## src/rtl/mem_byte_sequencer_pkg.sv

```systemverilog
// Shared definitions for the MEM-stage byte sequencer: size select codes,
// FSM state encoding, read-pipe tag payload and size/extension helpers.
package mem_byte_sequencer_pkg;

    localparam int unsigned SEL_W  = 2;
    localparam int unsigned CNT_W  = 4;
    localparam int unsigned LANE_W = 3;

    localparam logic [SEL_W-1:0] MEM_BYTE   = 2'b00;
    localparam logic [SEL_W-1:0] MEM_HALF   = 2'b01;
    localparam logic [SEL_W-1:0] MEM_WORD   = 2'b10;
    localparam logic [SEL_W-1:0] MEM_DOUBLE = 2'b11;

    localparam logic [7:0]  ZERO_BYTE = 8'h00;
    localparam logic [63:0] ZERO_WORD = 64'h0;

    typedef enum logic [1:0] {
        ST_IDLE  = 2'd0,
        ST_WRITE = 2'd1,
        ST_READ  = 2'd2,
        ST_DRAIN = 2'd3
    } state_e;

    // Tag travelling alongside an issued read address.
    typedef struct packed {
        logic              valid;
        logic [LANE_W-1:0] lane;
    } rd_tag_t;

    // Byte count for a size select; DOUBLE collapses to WORD on 32-bit builds.
    function automatic logic [CNT_W-1:0] sel_bytes(input logic [SEL_W-1:0] sel, input logic dbl_ok);
        logic [CNT_W-1:0] n;
        case (sel)
            MEM_BYTE:   n = 4'd1;
            MEM_HALF:   n = 4'd2;
            MEM_WORD:   n = 4'd4;
            MEM_DOUBLE: n = dbl_ok ? 4'd8 : 4'd4;
            default:    n = 4'd4;
        endcase
        return n;
    endfunction

    // Sign/zero extension from bit 8n-1 to 64 bits.
    function automatic logic [63:0] extend64(input logic [63:0] v, input logic [CNT_W-1:0] n, input logic s);
        logic [63:0] r;
        case (n)
            4'd1:    r = {{56{s & v[7]}},  v[7:0]};
            4'd2:    r = {{48{s & v[15]}}, v[15:0]};
            4'd4:    r = {{32{s & v[31]}}, v[31:0]};
            default: r = v;
        endcase
        return r;
    endfunction

endpackage

```

## src/rtl/mem_byte_sequencer_if.sv

```systemverilog
// Request/response bundle between the MEM stage (master) and the sequencer (slave).
//  flush, req_valid/we/sel/sign/addr/wdata : master -> slave
//  req_ready, resp_valid/rdata/fault       : slave -> master
interface mem_byte_sequencer_if
    import mem_byte_sequencer_pkg::*;
#(
    parameter int unsigned ADDR_W = 32,
    parameter int unsigned XLEN   = 32
);
    logic              flush;
    logic              req_valid;
    logic              req_ready;
    logic              req_we;
    logic [SEL_W-1:0]  req_sel;
    logic              req_sign;
    logic [ADDR_W-1:0] req_addr;
    logic [XLEN-1:0]   req_wdata;
    logic              resp_valid;
    logic [XLEN-1:0]   resp_rdata;
    logic              resp_fault;

    modport master (
        output flush, req_valid, req_we, req_sel, req_sign, req_addr, req_wdata,
        input  req_ready, resp_valid, resp_rdata, resp_fault
    );

    modport slave (
        input  flush, req_valid, req_we, req_sel, req_sign, req_addr, req_wdata,
        output req_ready, resp_valid, resp_rdata, resp_fault
    );
endinterface

```

## src/rtl/mem_byte_sequencer_rd_pipe.sv

```systemverilog
// mem_rd_pipe: READ_LAT-deep shift register of {valid, lane} tags. A tag
// enters together with its registered address and leaves in the cycle its
// read byte is on mem_rbyte_i.
//  clk, rst (sync, active-low), clr (drop all in-flight tags), tag_i, tag_o
module mem_rd_pipe
    import mem_byte_sequencer_pkg::*;
#(
    parameter int unsigned READ_LAT = 2
) (
    input  logic    clk,
    input  logic    rst,
    input  logic    clr,
    input  rd_tag_t tag_i,
    output rd_tag_t tag_o
);
    rd_tag_t stage_q [READ_LAT];
    rd_tag_t stage_d [READ_LAT];

    always_comb begin
        for (int i = 0; i < READ_LAT; i++) stage_d[i] = stage_q[i];
        if (clr) begin
            for (int i = 0; i < READ_LAT; i++) stage_d[i] = '0;
        end else begin
            stage_d[0] = tag_i;
            for (int i = 1; i < READ_LAT; i++) stage_d[i] = stage_q[i-1];
        end
    end

    always_ff @(posedge clk) begin
        if (!rst) begin
            for (int i = 0; i < READ_LAT; i++) stage_q[i] <= '0;
        end else begin
            for (int i = 0; i < READ_LAT; i++) stage_q[i] <= stage_d[i];
        end
    end

    assign tag_o = stage_q[READ_LAT-1];
endmodule

```

## src/rtl/mem_byte_sequencer.sv

```systemverilog
// mem_byte_sequencer: serialises B/H/W/D loads and stores onto a byte-wide
// RAM port, one byte per cycle, with a one-cycle response pulse.
//  clk, rst           : clock, synchronous active-low reset
//  bus (slave)        : flush, req_* handshake, resp_* completion
//  mem_addr_o/we_o/wbyte_o : byte RAM request (all 0 when idle)
//  mem_rbyte_i        : read byte, valid READ_LAT cycles after its address
// Optional: MEM_ALIGN_CHECK_EN enables misalignment/size faulting.
module mem_byte_sequencer
    import mem_byte_sequencer_pkg::*;
#(
    parameter int unsigned ADDR_W   = 32,
    parameter int unsigned XLEN     = 32,
    parameter int unsigned READ_LAT = 2
) (
    input  logic               clk,
    input  logic               rst,
    mem_byte_sequencer_if.slave bus,
    output logic [ADDR_W-1:0]  mem_addr_o,
    output logic               mem_we_o,
    output logic [7:0]         mem_wbyte_o,
    input  logic [7:0]         mem_rbyte_i
);
    localparam logic DBL_OK = (XLEN == 32'd64);

    state_e            state_q, state_d;
    logic [CNT_W-1:0]  cnt_q, cnt_d, n_q, n_d;
    logic [ADDR_W-1:0] base_q, base_d;
    logic [XLEN-1:0]   wdata_q, wdata_d;
    logic              sign_q, sign_d, done_q, done_d;
    logic [63:0]       lanes_q, lanes_d;
    logic [ADDR_W-1:0] mem_addr_q, mem_addr_d;
    logic              mem_we_q, mem_we_d;
    logic [7:0]        mem_wbyte_q, mem_wbyte_d;
    logic              resp_valid_q, resp_valid_d, resp_fault_q, resp_fault_d;
    logic [XLEN-1:0]   resp_rdata_q, resp_rdata_d;

    logic              req_ready_c, flush_c, misalign;
    logic [CNT_W-1:0]  req_n;
    logic [7:0]        wbyte_k;
    logic [ADDR_W-1:0] next_addr;
    rd_tag_t           tag_in, tag_out;

    assign req_ready_c = rst && (state_q == ST_IDLE) && !bus.flush;
    assign flush_c     = bus.flush && (state_q != ST_IDLE);

    mem_rd_pipe #(.READ_LAT(READ_LAT)) u_rd_pipe (
        .clk   (clk),
        .rst   (rst),
        .clr   (flush_c),
        .tag_i (tag_in),
        .tag_o (tag_out)
    );

    // Next-state and registered-output logic.
    always_comb begin
        state_d      = state_q;
        cnt_d        = cnt_q;
        n_d          = n_q;
        base_d       = base_q;
        wdata_d      = wdata_q;
        sign_d       = sign_q;
        lanes_d      = lanes_q;
        done_d       = done_q;
        mem_addr_d   = '0;
        mem_we_d     = 1'b0;
        mem_wbyte_d  = ZERO_BYTE;
        resp_valid_d = 1'b0;
        resp_rdata_d = '0;
        resp_fault_d = 1'b0;
        tag_in       = '0;

        req_n     = sel_bytes(bus.req_sel, DBL_OK);
        wbyte_k   = 8'(wdata_q >> {cnt_q, 3'b000});
        next_addr = base_q + ADDR_W'(cnt_q);
        misalign  = 1'b0;
`ifdef MEM_ALIGN_CHECK_EN
        case (bus.req_sel)
            MEM_HALF:   misalign = bus.req_addr[0];
            MEM_WORD:   misalign = |bus.req_addr[1:0];
            MEM_DOUBLE: misalign = (|bus.req_addr[2:0]) || !DBL_OK;
            default:    misalign = 1'b0;
        endcase
`endif

        // Returning read byte lands in its lane; last lane arms the response.
        if (tag_out.valid) begin
            lanes_d[{tag_out.lane, 3'b000} +: 8] = mem_rbyte_i;
            if ({1'b0, tag_out.lane} == n_q - CNT_W'(1)) done_d = 1'b1;
        end

        case (state_q)
            ST_IDLE: begin
                if (bus.req_valid && req_ready_c) begin
                    if (misalign) begin
                        resp_valid_d = 1'b1;
                        resp_fault_d = 1'b1;
                    end else begin
                        n_d        = req_n;
                        base_d     = bus.req_addr;
                        wdata_d    = bus.req_wdata;
                        sign_d     = bus.req_sign;
                        cnt_d      = CNT_W'(1);
                        lanes_d    = ZERO_WORD;
                        done_d     = 1'b0;
                        mem_addr_d = bus.req_addr;
                        if (bus.req_we) begin
                            mem_we_d    = 1'b1;
                            mem_wbyte_d = bus.req_wdata[7:0];
                            state_d     = ST_WRITE;
                        end else begin
                            tag_in  = '{valid: 1'b1, lane: '0};
                            state_d = ST_READ;
                        end
                    end
                end
            end
            ST_WRITE: begin
                if (cnt_q == n_q) begin
                    resp_valid_d = 1'b1;
                    state_d      = ST_IDLE;
                end else begin
                    mem_we_d    = 1'b1;
                    mem_addr_d  = next_addr;
                    mem_wbyte_d = wbyte_k;
                    cnt_d       = cnt_q + CNT_W'(1);
                end
            end
            ST_READ: begin
                if (cnt_q == n_q) begin
                    state_d = ST_DRAIN;
                end else begin
                    mem_addr_d = next_addr;
                    tag_in     = '{valid: 1'b1, lane: cnt_q[LANE_W-1:0]};
                    cnt_d      = cnt_q + CNT_W'(1);
                end
            end
            ST_DRAIN: begin
                if (done_q) begin
                    resp_valid_d = 1'b1;
                    resp_rdata_d = XLEN'(extend64(lanes_q, n_q, sign_q));
                    done_d       = 1'b0;
                    state_d      = ST_IDLE;
                end
            end
            default: state_d = ST_IDLE;
        endcase

        // Squash: abandon the access, nothing reaches the RAM or the response.
        if (flush_c) begin
            state_d      = ST_IDLE;
            done_d       = 1'b0;
            mem_addr_d   = '0;
            mem_we_d     = 1'b0;
            mem_wbyte_d  = ZERO_BYTE;
            resp_valid_d = 1'b0;
            resp_rdata_d = '0;
            resp_fault_d = 1'b0;
            tag_in       = '0;
        end
    end

    always_ff @(posedge clk) begin
        if (!rst) begin
            state_q      <= ST_IDLE;
            cnt_q        <= '0;
            n_q          <= '0;
            base_q       <= '0;
            wdata_q      <= '0;
            sign_q       <= 1'b0;
            lanes_q      <= '0;
            done_q       <= 1'b0;
            mem_addr_q   <= '0;
            mem_we_q     <= 1'b0;
            mem_wbyte_q  <= '0;
            resp_valid_q <= 1'b0;
            resp_rdata_q <= '0;
            resp_fault_q <= 1'b0;
        end else begin
            state_q      <= state_d;
            cnt_q        <= cnt_d;
            n_q          <= n_d;
            base_q       <= base_d;
            wdata_q      <= wdata_d;
            sign_q       <= sign_d;
            lanes_q      <= lanes_d;
            done_q       <= done_d;
            mem_addr_q   <= mem_addr_d;
            mem_we_q     <= mem_we_d;
            mem_wbyte_q  <= mem_wbyte_d;
            resp_valid_q <= resp_valid_d;
            resp_rdata_q <= resp_rdata_d;
            resp_fault_q <= resp_fault_d;
        end
    end

    assign bus.req_ready  = req_ready_c;
    assign bus.resp_valid = resp_valid_q;
    assign bus.resp_rdata = resp_rdata_q;
    assign bus.resp_fault = resp_fault_q;
    assign mem_addr_o     = mem_addr_q;
    assign mem_we_o       = mem_we_q;
    assign mem_wbyte_o    = mem_wbyte_q;
endmodule

```

## src/flat_wrapper.sv

```systemverilog
// flat-port wrapper written by rule: the top's interface ports become plain ports
module mem_byte_sequencer_flat import mem_byte_sequencer_pkg::*;
#(
    parameter int unsigned ADDR_W   = 32,
    parameter int unsigned XLEN     = 32,
    parameter int unsigned READ_LAT = 2
)
  (clk, rst, mem_addr_o, mem_we_o, mem_wbyte_o, mem_rbyte_i, bus_flush, bus_req_valid, bus_req_we, bus_req_sel, bus_req_sign, bus_req_addr, bus_req_wdata, bus_req_ready, bus_resp_valid, bus_resp_rdata, bus_resp_fault);
  mem_byte_sequencer_if #(.ADDR_W(ADDR_W), .XLEN(XLEN)) bus_i ();
  input  logic clk;
  input  logic rst;
  output logic [ADDR_W-1:0] mem_addr_o;
  output logic mem_we_o;
  output logic [7:0] mem_wbyte_o;
  input  logic [7:0] mem_rbyte_i;
  input wire logic [$bits(bus_i.flush)-1:0] bus_flush;
  input wire logic [$bits(bus_i.req_valid)-1:0] bus_req_valid;
  input wire logic [$bits(bus_i.req_we)-1:0] bus_req_we;
  input wire logic [$bits(bus_i.req_sel)-1:0] bus_req_sel;
  input wire logic [$bits(bus_i.req_sign)-1:0] bus_req_sign;
  input wire logic [$bits(bus_i.req_addr)-1:0] bus_req_addr;
  input wire logic [$bits(bus_i.req_wdata)-1:0] bus_req_wdata;
  output wire logic [$bits(bus_i.req_ready)-1:0] bus_req_ready;
  output wire logic [$bits(bus_i.resp_valid)-1:0] bus_resp_valid;
  output wire logic [$bits(bus_i.resp_rdata)-1:0] bus_resp_rdata;
  output wire logic [$bits(bus_i.resp_fault)-1:0] bus_resp_fault;
  assign bus_i.flush = bus_flush;
  assign bus_i.req_valid = bus_req_valid;
  assign bus_i.req_we = bus_req_we;
  assign bus_i.req_sel = bus_req_sel;
  assign bus_i.req_sign = bus_req_sign;
  assign bus_i.req_addr = bus_req_addr;
  assign bus_i.req_wdata = bus_req_wdata;
  assign bus_req_ready = bus_i.req_ready;
  assign bus_resp_valid = bus_i.resp_valid;
  assign bus_resp_rdata = bus_i.resp_rdata;
  assign bus_resp_fault = bus_i.resp_fault;
  mem_byte_sequencer #(.ADDR_W(ADDR_W), .XLEN(XLEN), .READ_LAT(READ_LAT)) u_core (.clk(clk), .rst(rst), .bus(bus_i), .mem_addr_o(mem_addr_o), .mem_we_o(mem_we_o), .mem_wbyte_o(mem_wbyte_o), .mem_rbyte_i(mem_rbyte_i));
endmodule
```

## config.mk

```make
export PLATFORM = sky130hd
export DESIGN_NAME = mem_byte_sequencer_flat
export DESIGN_NICKNAME = d
export VERILOG_FILES = /design/src/rtl/mem_byte_sequencer_pkg.sv /design/src/rtl/mem_byte_sequencer_if.sv /design/src/rtl/mem_byte_sequencer_rd_pipe.sv /design/src/rtl/mem_byte_sequencer.sv /design/src/flat_wrapper.sv
export SDC_FILE = /design/constraint.sdc
export NUM_CORES = 1
export LEC_CHECK = 0
export BUFFER_PORTS_ARGS = -buffer_cell sky130_fd_sc_hd__buf_2
export CORE_ASPECT_RATIO = 1.25
export CORE_MARGIN = 5
export CORE_UTILIZATION = 59
export CTS_CLUSTER_DIAMETER = 150
export CTS_CLUSTER_SIZE = 40
export DETAILED_ROUTE_END_ITERATION = 7
export PLACE_DENSITY = 0.88
export SLEW_MARGIN = 20
export SYNTH_ARGS = -nofsm -noshare
export SYNTH_HDL_FRONTEND = slang
export SYNTH_SLANG_ARGS = --single-unit
export TNS_END_PERCENT = 10
```

## constraint.sdc

```tcl
create_clock -name clk -period 5.5 [get_ports clk]
set_clock_uncertainty 0.1 [all_clocks]
set_input_delay 0.825 -clock clk [delete_from_list [all_inputs] [get_ports clk]]
set_output_delay 0.825 -clock clk [all_outputs]
set_load 0.05 [all_outputs]
```

==> impl_metrics.csv, run 1 <==
group,metric,value,unit
status,status,"finished, final reports clean",
place,portBuffers,154,
critical_path,worstSetupPathType,"reg -> reg",
clocking,cts_resized,0,
drt,first_pass_iters,6,
power,total_power,3.22,mW
power,powerDensity,357,nW/um^2
timing,fmaxAchievable,0.312,GHz
logic_synthesis,synth-simple-area-share,22.5,%
global_routing,grt_max_degree,65,
die,initial_core_util,59.9,%
final_layout,layout.core_utilization,71.6,%
logic_synthesis,yosysTopAreaCell,"dfxtp_1",
drt,ant_nets,0,
timing,slew_headroom,29.9,%
power,pwr-share-comb,14.6,%
clocking,clk_pin_slew,60,ps
clocking,cts_max_level,4,
global_routing,use_met3,4.41,%
logic_synthesis,synth-edff-count,0,
run,cap_violations,0,
logic_synthesis,synth.most_common_cell,"nand2_1",
logic_synthesis,synth_area_leaders,"dfxtp_1 (50%), nand2_1 (9.9%), a21oi_1 (5.8%)",
drt,totalWireLength,18900,um
clocking,holdBufCountCts,0,
clocking,root_buffer,"clkbuf_16",
power,switchingPower,885,uW
logic_synthesis,synth_fa_ha_area_share,2.75,%
critical_path,cp_max_fo,15,
place,place_area,8410,sq um
critical_path,critPathLaunchType,"register",
global_routing,gr-usage-all-layers,24.9,%
global_routing,first_global_vias,6592,
timing,setup_violations,0,
logic_synthesis,synth-main-ff-cell,"dfxtp_1",
critical_path,end_kind,"register",
final_layout,fin_area,9030,sq um
timing,setup_tns,0,ps
global_routing,use_met2,43.3,%
critical_path,critPathBufInv,1,
timing,fin_crit_sh,58.2,%
drt,wl_per_cell,16.0,um
critical_path,cp.required,5700,ps
power,seqPwrFrac,46.5,%
die,dieWidth,111,um
global_routing,use_met1,29.9,%
hold_path,hp-class,"reg -> reg",
logic_synthesis,synth_common_cells,"nand2_1 (200), dfxtp_1 (189), a21oi_1 (87)",
die,rows,46,
timing,hold_viol,0,
global_routing,antenna_found_initial,0,
logic_synthesis,synthCells,866,
final_layout,drive_gt1_share,20.4,%
logic_synthesis,ys_seq_elements,189,
place,gp_congestion,0.876,
clocking,clock_sink_count,189,
logic_synthesis,seq_area_frac_synth,50.1,%
logic_synthesis,synth-compound-area-share,11.8,%
drt,route.vias.total,6694,
clocking,cts_buffers,17,
timing,worstMarginPinSlew,1050,ps
critical_path,crit_family,"flip-flops",
logic_synthesis,avgSynthCellArea,8.72,sq um
power,power.leakage,3.71,nW
logic_synthesis,synth_xor_area_share,3.60,%
timing,worst_slack,2300,ps
global_routing,grt_pass1_wl,30900,um
die,io-pin-count,156,
die,die_area,15200,sq um
power,clkPwrFrac,38.9,%
final_layout,nNetsFinal,1096,
place,dpl.hpwl,12800,um
die,core,12600,sq um
clocking,clkLatencyLatePin,420,ps
global_routing,overflow,0,
logic_synthesis,synth_top_area_share,50.1,%
critical_path,cp_slowest_cell,"dfxtp_1",
critical_path,cp_cell_sequence,"xor2_1 > o41ai_2 > or2_0 > buf_4 > or4_1 > nand3_1",
timing,layout_min_cycle_time,3200,ps
logic_synthesis,ys_async_sr_fraction,0,%
drt,drt_iter0_drc,543,
logic_synthesis,synth_fp_nets,962,
die,die_h,136,um
critical_path,cp.arrival,3400,ps
final_layout,diodes,0,
clocking,cts_tree,"yes",
clocking,post_cts_buffers,0,
power,p_sw_share,27.5,%
power,ir_drop,0.197,mV
place,pre_cts_slack,2140,ps
critical_path,crit_path_max_incr_delay,900,ps
logic_synthesis,syn-cell-area,7550,sq um
drt,drc_errors,0,
power,p_int,2.34,mW
drt,via_per_inst,5.68,
timing,rsz0062_at_grt,"no",
logic_synthesis,synthDistinctLibCells,49,
logic_synthesis,yosys_warnings,0,
final_layout,area_growth_syn_to_layout,19.7,%
logic_synthesis,synthMuxAreaShare,5.70,%
global_routing,top_usage_layer,"met2",
timing,final_max_slew_viol_count,0,
logic_synthesis,synth_top_family_by_area,"simple AND/OR/NAND/NOR gates",
clocking,clk_path_buf_depth,2,
cell usage in the layout, fill, tap and decap left out, types with 11 or more instances in the layout:
| cell | count |
|---|---|
| a21oi_1 | 87 |
| and2_1 | 16 |
| buf_2 | 154 |
| clkbuf_16 | 17 |
| dfxtp_1 | 189 |
| ha_1 | 15 |
| inv_1 | 19 |
| mux2i_1 | 25 |
| nand2_1 | 199 |
| nand3_1 | 44 |
| nor2_1 | 53 |
| nor4_1 | 13 |
| o21ai_0 | 11 |
| o22ai_1 | 17 |
| xnor2_1 | 25 |
worst reg2reg max path, delay by kind of cell (launching register included):
| family | cells | cell delay [ps] |
|---|---|---|
| flops | 1 | 900 |
| xor+xnor | 1 | 240 |
| simple gates | 3 | 730 |
| buf+inv | 1 | 290 |
| compound gates | 1 | 820 |
power groups by stage:
stage	Combinational (mW)	Sequential, mW	Clock [mW]
after floorplan	0.306	1.54	0
after global placement	0.447	1.52	0
after detailed placement	0.455	1.53	0
after CTS	0.465	1.50	1.26
after global routing	0.513	1.51	1.32
final	0.471	1.50	1.25
flip-flops by register name, summed over array words and instances, names as in the netlist:
signal                    count
u_core.u_rd_pipe.stage_q      8
u_core.wdata_q               32
u_core.mem_wbyte_o            8
u_core.n_q                    3
u_core.cnt_q                  4
u_core.mem_addr_o            32
u_core.done_q                 1
u_core.mem_we_o               1
u_core.bus.resp_valid         1
u_core.bus.resp_rdata        32
u_core.state_q                2
u_core.sign_q                 1
u_core.lanes_q               32
u_core.base_q                32
kinds of logic (layout without fill, tap and decap cells):
group | count (synthesis) | in the layout
xor+xnor | 31 | 31
simple gates | 376 | 376
flops | 189 | 189
buf+inv | 66 | 211
mux | 33 | 33
fa+ha+maj | 16 | 16
compound gates | 154 | 154
other cells | 1 | 1
layout make-up:
cell class | count | area [sq um]
clock buffer | 21 | 470
timing repair buffer | 162 | 831
sequential | 189 | 3780
tap | 168 | 210
clock inverter | 9 | 136
multi-input combinational | 611 | 3530
inverter | 19 | 71.3
fill | 961 | 3570
worst paths after layout:
| kind | endpoint | slack, ps | cells after the start | from |
|---|---|---|---|---|
| setup / recovery | u_core.mem_addr_o[31] | 2300 | 6 | u_core.cnt_q[0] |
| hold / removal | u_core.u_rd_pipe.stage_q[0][4] | 340 | 1 | u_core.u_rd_pipe.stage_q[0][0] |
| setup reg to reg | u_core.mem_addr_o[31] | 2300 | 6 | u_core.cnt_q[0] |
| hold reg to reg | u_core.u_rd_pipe.stage_q[0][4] | 340 | 1 | u_core.u_rd_pipe.stage_q[0][0] |
per-layer routing:
| metal | wire length (um) | share of wire [%] | vias to the layer above |
|---|---|---|---|
| li1 | - | - | 3224 |
| met1 | 7310 | 39 | 3095 |
| met2 | 9560 | 51 | 317 |
| met3 | 1350 | 7.2 | 58 |
| met4 | 646 | 3.4 | 0 |
| met5 | 0 | 0 | - |
per-stage QoR:
step | hold WS (ps) | instances
2_1_floorplan | 306 | 866
3_3_place_gp | 316 | 1149
3_5_place_dp | 319 | 1149
4_1_cts | 334 | 1179
5_1_grt | 353 | 1179
6_report | 336 | 1179
No activity file was read; power rests on OpenSTA's default activity.
==> run 2, diff against run 1 <==
--- a/config.mk
+++ b/config.mk
@@ -8,11 +8,11 @@
 export BUFFER_PORTS_ARGS = -buffer_cell sky130_fd_sc_hd__buf_2
 export CORE_ASPECT_RATIO = 1.25
 export CORE_MARGIN = 5
-export CORE_UTILIZATION = 59
+export CORE_UTILIZATION = 49
 export CTS_CLUSTER_DIAMETER = 150
 export CTS_CLUSTER_SIZE = 40
 export DETAILED_ROUTE_END_ITERATION = 7
-export PLACE_DENSITY = 0.88
+export PLACE_DENSITY = 0.78
 export SLEW_MARGIN = 20
 export SYNTH_ARGS = -nofsm -noshare
 export SYNTH_HDL_FRONTEND = slang
==> constraint.sdc (replaced) <==
create_clock -name clk -period 2.9 [get_ports clk]
set_clock_uncertainty 0.1 [all_clocks]
set_input_delay 0.435 -clock clk [delete_from_list [all_inputs] [get_ports clk]]
set_output_delay 0.435 -clock clk [all_outputs]
set_load 0.05 [all_outputs]
==> impl_metrics.csv, run 2 (synthesized netlist as in run 1, its figures left out) <==
group,metric,value,unit
drt,drt_iter0_drc,523,
power,clkPwrFrac,39.0,%
run,cap_violations,0,
critical_path,cp_max_fo,8,
die,die_area,18000,sq um
clocking,root_buffer,"clkbuf_16",
drt,drc_errors,0,
power,ir_drop,0.399,mV
timing,setup_tns,0,ps
global_routing,grt_max_degree,37,
final_layout,final_cell_mix,"nand2_1 (199), dfxtp_1 (189), buf_2 (154), a21oi_1 (87), nor2_1 (53)",
final_layout,diodes,0,
drt,ant_nets,0,
clocking,clock_sink_count,189,
final_layout,fill_cells,1332,
status,status,"finished, final reports clean",
die,initial_core_util,50.1,%
die,io-pin-count,156,
drt,wl_per_cell,15.2,um
final_layout,layout.core_utilization,61.0,%
timing,slew_headroom,37.4,%
timing,setup_violations,0,
clocking,cts_tree,"yes",
die,dieWidth,121,um
timing,layout_min_cycle_time,2490,ps
drt,totalWireLength,18700,um
global_routing,first_global_vias,6256,
global_routing,gr-usage-all-layers,20.7,%
timing,fin_crit_sh,85.9,%
critical_path,cp.arrival,2680,ps
power,powerDensity,670,nW/um^2
clocking,clk_path_buf_depth,2,
drt,via_per_inst,5.33,
power,pwr-share-comb,15.6,%
drt,first_pass_iters,5,
power,p_int,4.49,mW
final_layout,stdcell_count,1233,
hold_path,hp-class,"in -> reg",
power,switchingPower,1.67,mW
clocking,clk_pin_slew,70,ps
timing,fmaxAchievable,0.402,GHz
power,seqPwrFrac,45.3,%
place,placed_cells,1205,
timing,worst_slack,410,ps
place,gp_congestion,0.849,
critical_path,end_kind,"register",
critical_path,cp.required,3090,ps
timing,hold_viol,0,
critical_path,worstSetupPathType,"reg -> reg",
global_routing,antenna_found_initial,0,
final_layout,layout_commonest_cell,"nand2_1",
final_layout,nNetsFinal,1112,
final_layout,drive_gt1_share,21.5,%
clocking,cts_buffers,17,
timing,worstMarginPinSlew,937,ps
timing,rsz0062_at_grt,"no",
place,pre_cts_slack,498,ps
power,power.leakage,3.78,nW
drt,route.vias.total,6566,
global_routing,grt_pass1_wl,30300,um
clocking,post_cts_buffers,0,
clocking,cts_max_level,4,
die,core,15100,sq um
place,portBuffers,154,
final_layout,area_growth_syn_to_layout,21.9,%
critical_path,critPathLaunchType,"register",
place,dpl.hpwl,13300,um
clocking,cts_resized,0,
die,die_h,149,um
power,p_sw_share,27.2,%
clocking,clkLatencyLatePin,410,ps
global_routing,overflow,0,
die,rows,50,
timing,final_max_slew_viol_count,0,
clocking,holdBufCountCts,0,
## run 2: cell types whose count changed in the layout (fill, tap and decap cells not counted), sizes merged
cell    previous run  this run
clkbuf            21        18
buf              162       178
bufinv             3         4
## run 2: routing by layer
metal / GRT usage (%) / routed length (um) / vias to the layer above
met3: 4.44 / 1200 / 35
met4: 6.63 / 410 / 0
met2: 35.6 / 9240 / 246
met5: 0 / 0 / -
li1: - / - / 3253
met1: 25.9 / 7880 / 3032
## run 2: cell type report
cell class / count / area (sq um) / share of cell area, %
tap: 208 / 260 / 2.83
clock buffer: 18 / 439 / 4.77
clock inverter: 10 / 166 / 1.81
sequential: 189 / 3780 / 41.1
timing repair buffer: 178 / 963 / 10.5
multi-input combinational: 611 / 3520 / 38.2
inverter: 19 / 71.3 / 0.775
## run 2: through the flow
stage          power (mW)  hold WS (ps)  cell area [sq um]
2_1_floorplan        3.50           306               7550
3_3_place_gp         3.79           309               8590
3_5_place_dp         3.80           311               8590
4_1_cts              6.18          83.3               9200
5_1_grt              6.42          89.3               9200
6_report             6.16          97.7               9200
## run 2: power groups by stage
stage / Combinational, mW / Clock, mW / Sequential [mW]
4_1_cts: 0.956 / 2.43 / 2.79
5_1_grt: 1.06 / 2.55 / 2.81
6_report: 0.962 / 2.41 / 2.79
3_5_place_dp: 0.950 / 0 / 2.85
3_3_place_gp: 0.943 / 0 / 2.85
2_1_floorplan: 0.581 / 0 / 2.92
## run 2: final timing paths
check | endpoint | depth (start not counted) | startpoint | slack (ps)
min | u_core.wdata_q[29] | 3 | bus_req_wdata[29] | 100
max | u_core.lanes_q[20] | 8 | u_core.u_rd_pipe.stage_q[0][4] | 410
min reg2reg | u_core.u_rd_pipe.stage_q[0][5] | 1 | u_core.u_rd_pipe.stage_q[0][1] | 320
max reg2reg | u_core.lanes_q[20] | 8 | u_core.u_rd_pipe.stage_q[0][4] | 410
## run 2: worst max-delay path, stage by stage (launching register included)
cell and delay (ps):
dfxtp_1 450, inv_1 130, ha_1 220, ha_1 290, nand2_1 90, nor3_1 230
and3_1 510, mux2i_1 290, nor2_1 60
